===== config.mk =====
export PLATFORM = sky130hd
export DESIGN_NAME = alu_seq_multiplier
export DESIGN_NICKNAME = d
export VERILOG_FILES = /design/src/rtl/alu_mult_pkg.sv /design/src/rtl/mult_add_stage.sv /design/src/rtl/alu_seq_multiplier.sv
export SDC_FILE = /design/constraint.sdc
export NUM_CORES = 1
export LEC_CHECK = 0
export ABC_AREA = 0
export CORE_UTILIZATION = 30
export CTS_BUF_LIST = sky130_fd_sc_hd__clkbuf_4
export DETAILED_ROUTE_END_ITERATION = 6
export SLEW_MARGIN = 25
export SYNTH_ARGS = -nofsm -noshare
export SYNTH_HDL_FRONTEND = slang
export SYNTH_SLANG_ARGS = --single-unit

===== constraint.sdc =====
create_clock -name clk -period 22.2 [get_ports clk]
set_clock_uncertainty 0.05 [all_clocks]
set_input_delay 4.44 -clock clk [delete_from_list [all_inputs] [get_ports clk]]
set_output_delay 4.44 -clock clk [all_outputs]
set_load 0.03 [all_outputs]

===== src/rtl/alu_mult_pkg.sv =====
// Shared types and sizing helpers for the sequential shift-and-add multiplier.
package alu_mult_pkg;

    typedef enum logic [1:0] {
        IDLE = 2'd0,
        RUN  = 2'd1,
        DONE = 2'd2
    } state_t;

    localparam int WIDTH_DEF = 32;

    // One extra bit so the iteration count can reach WIDTH without wrapping.
    function automatic int cnt_width(input int width);
        return $clog2(width) + 1;
    endfunction

endpackage


===== src/rtl/mult_add_stage.sv =====
// Combinational ripple-carry adder: sum/carry of x + y, built from per-bit
// propagate/generate terms.
module mult_add_stage #(
    parameter int WIDTH = 32
) (
    input  logic [WIDTH-1:0] x,
    input  logic [WIDTH-1:0] y,
    output logic [WIDTH-1:0] sum,
    output logic             carry
);

    logic [WIDTH-1:0] prop;
    logic [WIDTH-1:0] gen;
    logic [WIDTH-1:0] carry_in;
    logic             carry_out;

    generate
        for (genvar gi = 0; gi < WIDTH; gi++) begin : g_bit
            assign prop[gi] = x[gi] ^ y[gi];
            assign gen[gi]  = x[gi] & y[gi];
        end
    endgenerate

    // The ripple is evaluated in one process so the chain is a single
    // combinational path rather than a self-referencing vector.
    always_comb begin
        logic c;
        c        = 1'b0;
        carry_in = '0;
        for (int i = 0; i < WIDTH; i++) begin
            carry_in[i] = c;
            c           = gen[i] | (prop[i] & c);
        end
        carry_out = c;
    end

    assign sum   = prop ^ carry_in;
    assign carry = carry_out;

endmodule


===== src/rtl/alu_seq_multiplier.sv =====
// Unsigned shift-and-add multiplier: one conditional add + right shift per cycle.
// Optional EARLY_TERM_EN skips the remaining iterations once the multiplier runs out of ones.
module alu_seq_multiplier
    import alu_mult_pkg::*;
#(
    parameter int WIDTH = WIDTH_DEF
) (
    input  logic               clk,
    input  logic               rst_n,
    input  logic               start,
    input  logic [WIDTH-1:0]   a,
    input  logic [WIDTH-1:0]   b,
    output logic               busy,
    output logic               done,
    output logic [2*WIDTH-1:0] product
);

    localparam int               CNT_W    = cnt_width(WIDTH);
    localparam logic [CNT_W-1:0] LAST_CNT = CNT_W'(WIDTH - 1);

    state_t             state_reg, state_next;
    logic [WIDTH-1:0]   mcand_reg, mcand_next;
    logic [WIDTH-1:0]   hi_reg, hi_next;
    logic [WIDTH-1:0]   lo_reg, lo_next;
    logic [CNT_W-1:0]   cnt_reg, cnt_next;
    logic [2*WIDTH-1:0] product_reg, product_next;

    logic [WIDTH-1:0]   addend;
    logic [WIDTH-1:0]   sum;
    logic               carry;
    logic [2*WIDTH-1:0] iter_prod;
    logic [2*WIDTH-1:0] run_prod;
    logic               run_last;

    assign addend = lo_reg[0] ? mcand_reg : '0;

    mult_add_stage #(.WIDTH(WIDTH)) u_add (
        .x     (hi_reg),
        .y     (addend),
        .sum   (sum),
        .carry (carry)
    );

    // {c,s,lo} shifted right by one over 2*WIDTH+1 bits.
    assign iter_prod = {carry, sum, lo_reg[WIDTH-1:1]};

`ifdef EARLY_TERM_EN
    // Shadow of the not-yet-consumed multiplier bits; when nothing but zeros
    // remains, the leftover iterations reduce to a plain shift.
    logic [WIDTH-1:0] mrem_reg, mrem_next;
    logic             early_hit;
    logic [CNT_W-1:0] rem_shift;

    assign early_hit = (mrem_reg[WIDTH-1:1] == '0);
    assign rem_shift = LAST_CNT - cnt_reg;
    assign run_prod  = early_hit ? (iter_prod >> rem_shift) : iter_prod;
    assign run_last  = early_hit || (cnt_reg == LAST_CNT);

    always_comb begin
        mrem_next = mrem_reg;
        if (state_reg == IDLE && start) begin
            mrem_next = b;
        end else if (state_reg == RUN) begin
            mrem_next = mrem_reg >> 1;
        end
    end

    always_ff @(posedge clk or negedge rst_n) begin
        if (!rst_n) begin
            mrem_reg <= '0;
        end else begin
            mrem_reg <= mrem_next;
        end
    end
`else
    assign run_prod = iter_prod;
    assign run_last = (cnt_reg == LAST_CNT);
`endif

    always_comb begin
        state_next   = state_reg;
        mcand_next   = mcand_reg;
        hi_next      = hi_reg;
        lo_next      = lo_reg;
        cnt_next     = cnt_reg;
        product_next = product_reg;
        case (state_reg)
            IDLE: begin
                if (start) begin
                    state_next = RUN;
                    mcand_next = a;
                    hi_next    = '0;
                    lo_next    = b;
                    cnt_next   = '0;
                end
            end
            RUN: begin
                {hi_next, lo_next} = run_prod;
                cnt_next           = cnt_reg + CNT_W'(1);
                if (run_last) begin
                    state_next   = DONE;
                    product_next = run_prod;
                end
            end
            DONE:    state_next = IDLE;
            default: state_next = IDLE;
        endcase
    end

    always_ff @(posedge clk or negedge rst_n) begin
        if (!rst_n) begin
            state_reg   <= IDLE;
            mcand_reg   <= '0;
            hi_reg      <= '0;
            lo_reg      <= '0;
            cnt_reg     <= '0;
            product_reg <= '0;
        end else begin
            state_reg   <= state_next;
            mcand_reg   <= mcand_next;
            hi_reg      <= hi_next;
            lo_reg      <= lo_next;
            cnt_reg     <= cnt_next;
            product_reg <= product_next;
        end
    end

    assign busy    = (state_reg == RUN);
    assign done    = (state_reg == DONE);
    assign product = product_reg;

endmodule

==> results of run 1 <==
-- critical path: cells and delay by family (launching register included) --
kind | cells | cell delay, ns
buf+inv | 6 | 0.62
fa+ha+maj | 32 | 12.48
compound gates | 1 | 0.20
simple gates | 1 | 0.18
flops | 1 | 0.35
-- synthesized netlist by cell type, types with 2 or more instances --
cell / n / area [sq um]
dfrtp_1: 168 / 4200
buf_2: 4 / 20.0
nor2b_1: 33 / 206
nand2_1: 65 / 244
a22o_1: 3 / 26.3
buf_6: 5 / 56.3
a22oi_1: 31 / 233
and2_1: 3 / 18.8
mux2i_1: 30 / 300
o21ai_0: 67 / 335
mux2_4: 27 / 405
ha_1: 2 / 25.0
nand3_1: 2 / 10.0
mux2_2: 39 / 439
fa_1: 31 / 621
inv_1: 64 / 240
buf_4: 5 / 37.5
a21oi_1: 32 / 160
clkbuf_1: 23 / 86.3
-- logic make-up (layout without fill, tap and decap cells) --
kind of cell | Yosys count | after routing | synth area share (%)
AND/OR/NAND/NOR | 109 | 109 | 6.71
XOR/XNOR | 1 | 1 | 0.113
multiplexers | 96 | 96 | 14.7
AO/OA/AOI/OAI | 138 | 138 | 10.3
adder cells (fa/ha/maj) | 33 | 33 | 8.31
other | 0 | 1 | 0
buffers and inverters | 103 | 238 | 5.76
flip-flops | 168 | 168 | 54.1
-- metrics by stage --
| step | instance area, sq um | std cells |
|---|---|---|
| after detailed placement | 9390 | 1081 |
| after global placement | 9390 | 1081 |
| after CTS | 9630 | 1113 |
| after global routing | 9640 | 1114 |
| final | 9640 | 1114 |
| after floorplan | 7770 | 648 |
-- metal layers --
metal | vias to the layer above | track usage [%]
met3 | 9 | 3.34
met2 | 114 | 22.0
li1 | 2413 | -
met1 | 2583 | 19.5
met5 | - | 0
met4 | 0 | 3.78
-- cell usage in the layout (no fill, tap or decap), drive strengths merged --
cell type	instances
buf	10
clkinv	5
nand2	65
xor2	1
ha	2
clkdlybuf4s50	131
clkinvlp	4
inv	71
nand2b	1
mux2	66
a22oi	31
nand4	1
o21bai	1
a22o	3
a21oi	32
fa	31
o41ai	1
o31ai	1
or3b	1
nor3	1
clkbuf	17
o211ai	1
nand3	2
o311ai	1
diode	1
dfrtp	168
o21ai	67
and2	3
nor3b	1
mux2i	30
nor2b	33
and3b	1
-- worst max path at each step --
| stage | start | endpoint | depth (start not counted) |
|---|---|---|---|
| 2_1_floorplan | lo_reg[0] | hi_reg[30] | 38 |
| 3_3_place_gp | lo_reg[0] | product[62] | 40 |
| 3_5_place_dp | lo_reg[0] | hi_reg[30] | 40 |
| 4_1_cts | lo_reg[0] | hi_reg[30] | 40 |
| 5_1_grt | lo_reg[0] | hi_reg[30] | 40 |
| 6_report | lo_reg[0] | hi_reg[30] | 40 |
-- layout make-up --
type	count	area [sq um]	area share [%]
tap	330	413	4.28
timing repair buffer	141	1400	14.5
inverter	65	244	2.53
antenna	1	2.50	0.0260
multi-input combinational	377	3130	32.5
sequential	168	4200	43.6
clock buffer	17	128	1.32
clock inverter	15	119	1.23
-- power groups by stage --
stage                     clock network, mW  logic [mW]  registers [mW]
final                                 0.163       0.540           0.517
after global placement                    0       0.536           0.523
after global routing                  0.186       0.595           0.535
after CTS                             0.173       0.550           0.519
after detailed placement                  0       0.549           0.525
after floorplan                           0       0.230           0.620
==> flow_summary.toml, run 1 <==
[timing]
worst_slew_pin_slew_ns = 1.00
min_period_over_period_pct = 62.9
fin_crit_ns = 13.97
rsz0062_at_grt = "no"
finalSetupTns_ns = 0
max_slew_margin_pct = 32.9
slew_viol_final = 0
clock.fmax_mhz = 71.6
setup_viol = 0
hold_viol = 0
setup_slack_ns = 8.23
holdWs_ns = 0.445

[clock_network]
postCtsSetupBuffers = 0
cts_tree = "yes"
cts-resized-gates = 0
holdBufCountCts = 0
numCtsBuffers = 17
clk_pin_slew_ns = 0.15
h-tree-depth = 4
clock_path_buffers = 2
clock_latency_ns = 0.54
root_buffer = "clkbuf_4"
numClockSinks = 168

[setup_path]
r2r_cells = 40
regToRegStartpoint = "lo_reg[0]"
criticalPathCategory = "register to register"
cpPeakStageDelay_ns = 0.44
cp-start-kind = "register"
cp_max_fo = 33
r2r-end = "hi_reg[30]"
required_ns = 22.61
end_kind = "register"
reg2reg_slack_ns = 8.23
timing.critical_path.mode_cell = "fa_1"
cp.arrival_ns = 14.38
crit_path_top_delay_cell = "fa_1"

[place]
dp_hpwl_um = 11000
port-buffer-count = 132
pre_cts_slack_ns = 8.09
gp_congestion = 0.758

[power]
power.share.clock_pct = 13.4
p_per_area_mw_per_mm2 = 127
vdd_drop_max_v = 0.0000752
pwr-share-seq_pct = 42.4
power_switching_mw = 0.489
internal-power_mw = 0.731
finalPower_mw = 1.22
p_comb_share_pct = 44.2
p_leak_nw = 4.03
p_sw_share_pct = 40.1

[drt]
drc = 0
via_count = 5119
met2WireLength_um = 8220
viasPerCell = 4.60
ant_nets = 0
wl_per_cell_um = 15.7
wl_um = 17500
wl_met3_um = 816
top_layer = "met4"
wl_met1_um = 8290
drtIter0Drc = 270
dr.pass1.iters = 4

[synth]
ys_async_sr_fraction_pct = 100
yosys_most_used_dff = "dfrtp_1"
ys_seq_elements = 168
syn_inst = 648
yosysUniqueCellTypes = 33
syn_avg_cell_area_sq_um = 12.0
syn_area_sq_mm = 0.00777
yosysSeqAreaShare_pct = 54.1
ys_warn_count = 0
synth_edf_count = 0
syn_nets = 748

[hold_path]
hold_end = "hi_reg[11]"
worstHoldPathType = "register to register"
min_path_cells = 2
holdCritStartpoint = "hi_reg[11]"

[grt]
grt_pass1_wl_um = 29100
grt_overflow = 0
grt_pass1_vias = 5455
grt_max_degree = 96
antenna_found_initial = 1
grtUsageTotal_pct = 14.1

[floorplanning]
die_area_sq_mm = 0.0266
dieHeight_um = 163
io-pin-count = 133
core-area_sq_mm = 0.0253
fp.dieW_um = 163
fp-row-count = 58
initial_core_util_pct = 30.7

[cells_and_area]
fillers = 2483
layout-drive-gt1-share_pct = 14.3
nets = 870
largest_reg_flops = 64
utilization_pct = 38.1
area_delta_synth_final_pct = 24.1

[status]
status = "finished, final reports clean"

[job]
drv_cap = 0
Power figures use the tool's default switching activity.
==> run 2: changes to the inputs <==
==> constraint.sdc (replaced) <==
create_clock -name clk -period 13.4 [get_ports clk]
set_clock_uncertainty 0.05 [all_clocks]
set_input_delay 2.68 -clock clk [delete_from_list [all_inputs] [get_ports clk]]
set_output_delay 2.68 -clock clk [all_outputs]
set_load 0.03 [all_outputs]
==> flow_summary.toml, run 2 (synthesis gave the netlist of run 1 again) <==
[grt]
grt_max_degree = 74
grt_pass1_wl_um = 28900
antenna_found_initial = 1
grtUsageTotal_pct = 14.0
grt_pass1_vias = 5317
grt_overflow = 0

[setup_path]
cp-start-kind = "register"
cp_max_fo = 2
cp_top_family = "adder cells"
crit_path_top_delay_cell = "fa_1"
required_ns = 13.77
cp.arrival_ns = 13.27
timing.critical_path.mode_cell = "fa_1"
criticalPathCategory = "register to register"
worst-path-buf-inv = 5
cpPeakStageDelay_ns = 0.49
end_kind = "register"

[drt]
wl_um = 17300
drtIter0Drc = 216
viasPerCell = 4.56
wl_per_cell_um = 15.5
ant_nets = 0
via_count = 5089
dr.pass1.iters = 4
drc = 0

[clock_network]
root_buffer = "clkbuf_4"
cts_tree = "yes"
numCtsBuffers = 17
clock_latency_ns = 0.54
clock_path_buffers = 2
h-tree-depth = 4
clk_pin_slew_ns = 0.15
postCtsSetupBuffers = 0
holdBufCountCts = 0
numClockSinks = 168

[cells_and_area]
utilization_pct = 38.3
largest_reg_flops = 64
multiInputGateArea_sq_mm = 0.00317
nets = 872
area_delta_synth_final_pct = 24.8
layout_commonest_cell = "dfrtp_1"
design_area_sq_mm = 0.00970
final_cells = 1116
ff_latch_area_sq_mm = 0.00420
final_cell_mix = "dfrtp_1 (168), clkdlybuf4s50_1 (131), o21ai_0 (67)"
fillers = 2473
layout-drive-gt1-share_pct = 16.1

[timing]
min_period_over_period_pct = 96.3
fin_crit_ns = 12.90
setup_slack_ns = 0.502
clock.fmax_mhz = 77.5
setup_viol = 0
rsz0062_at_grt = "no"
slew_viol_final = 0
max_slew_margin_pct = 36.1
hold_viol = 0
worst_slew_pin_slew_ns = 0.956

[power]
p_per_area_mw_per_mm2 = 210
p_leak_nw = 4.05
finalPower_mw = 2.04
vdd_drop_max_v = 0.0000901

[floorplanning]
fp.dieW_um = 163
dieHeight_um = 163
core-area_sq_mm = 0.0253
fp-row-count = 58
die_area_sq_mm = 0.0266
initial_core_util_pct = 30.7
io-pin-count = 133

[place]
port-buffer-count = 132
post-place-cells = 1083
place_area_sq_mm = 0.00941
gp_congestion = 0.747
dp_hpwl_um = 11000
pre_cts_slack_ns = -0.276

[status]
status = "finished, final reports clean"

[job]
drv_cap = 0

[hold_path]
worstHoldPathType = "register to register"
==> run 2: tightest hold or removal path, stage by stage, from the launching register on <==
cell and delay, ns:
dfrtp_1 0.37, nand2_1 0.04, o21ai_0 0.06
==> run 2: metal layers <==
| layer | vias up | track usage, % | part of all wire, % |
|---|---|---|---|
| li1 | 2418 | - | - |
| met1 | 2558 | 19.3 | 48 |
| met2 | 106 | 21.9 | 47 |
| met3 | 7 | 3.46 | 5.0 |
| met4 | 0 | 3.57 | 0.63 |
| met5 | - | 0 | 0 |
==> run 2: worst paths after layout <==
| check | startpoint | end | slack, ns | cells past startpoint |
|---|---|---|---|---|
| setup / recovery | lo_reg[0] | hi_reg[30] | 0.50 | 39 |
| max in group asynchronous | rst_n | lo_reg[7] | 9.59 | 3 |
| min in group asynchronous | rst_n | product[56] | 1.98 | 1 |
| hold reg to reg | hi_reg[12] | hi_reg[12] | 0.45 | 2 |
| hold / removal | hi_reg[12] | hi_reg[12] | 0.45 | 2 |
| setup reg to reg | lo_reg[0] | hi_reg[30] | 0.50 | 39 |
==> run 2: report_power, final <==
part	total (mW)	internal, mW	switching, mW
registers	0.853	0.717	0.136
clock network	0.281	0.0927	0.189
logic	0.905	0.425	0.480
==> run 2: timing repair <==
item,CTS,global route
resized for setup,6,7
endpoints found under the setup margin,6,6
pin swaps,0,0
endpoints found under the hold margin,0,0
==> run 2: area by class of cell <==
type | instances | area share [%]
Multi-Input combinational cell | 377 | 32.7
Sequential cell | 168 | 43.3
Clock buffer | 17 | 1.32
Tap cell | 330 | 4.26
Clock inverter | 15 | 1.30
Timing Repair Buffer | 143 | 14.5
Inverter | 65 | 2.52
Antenna cell | 1 | 0.0258
==> run 2: through the flow <==
step | hold WS (ns) | TNS, ns
floorplan | 0.400 | 0
global placement | 0.414 | -0.321
detailed placement | 0.421 | -1.19
CTS | 0.452 | 0
global route | 0.483 | 0
finish | 0.448 | 0
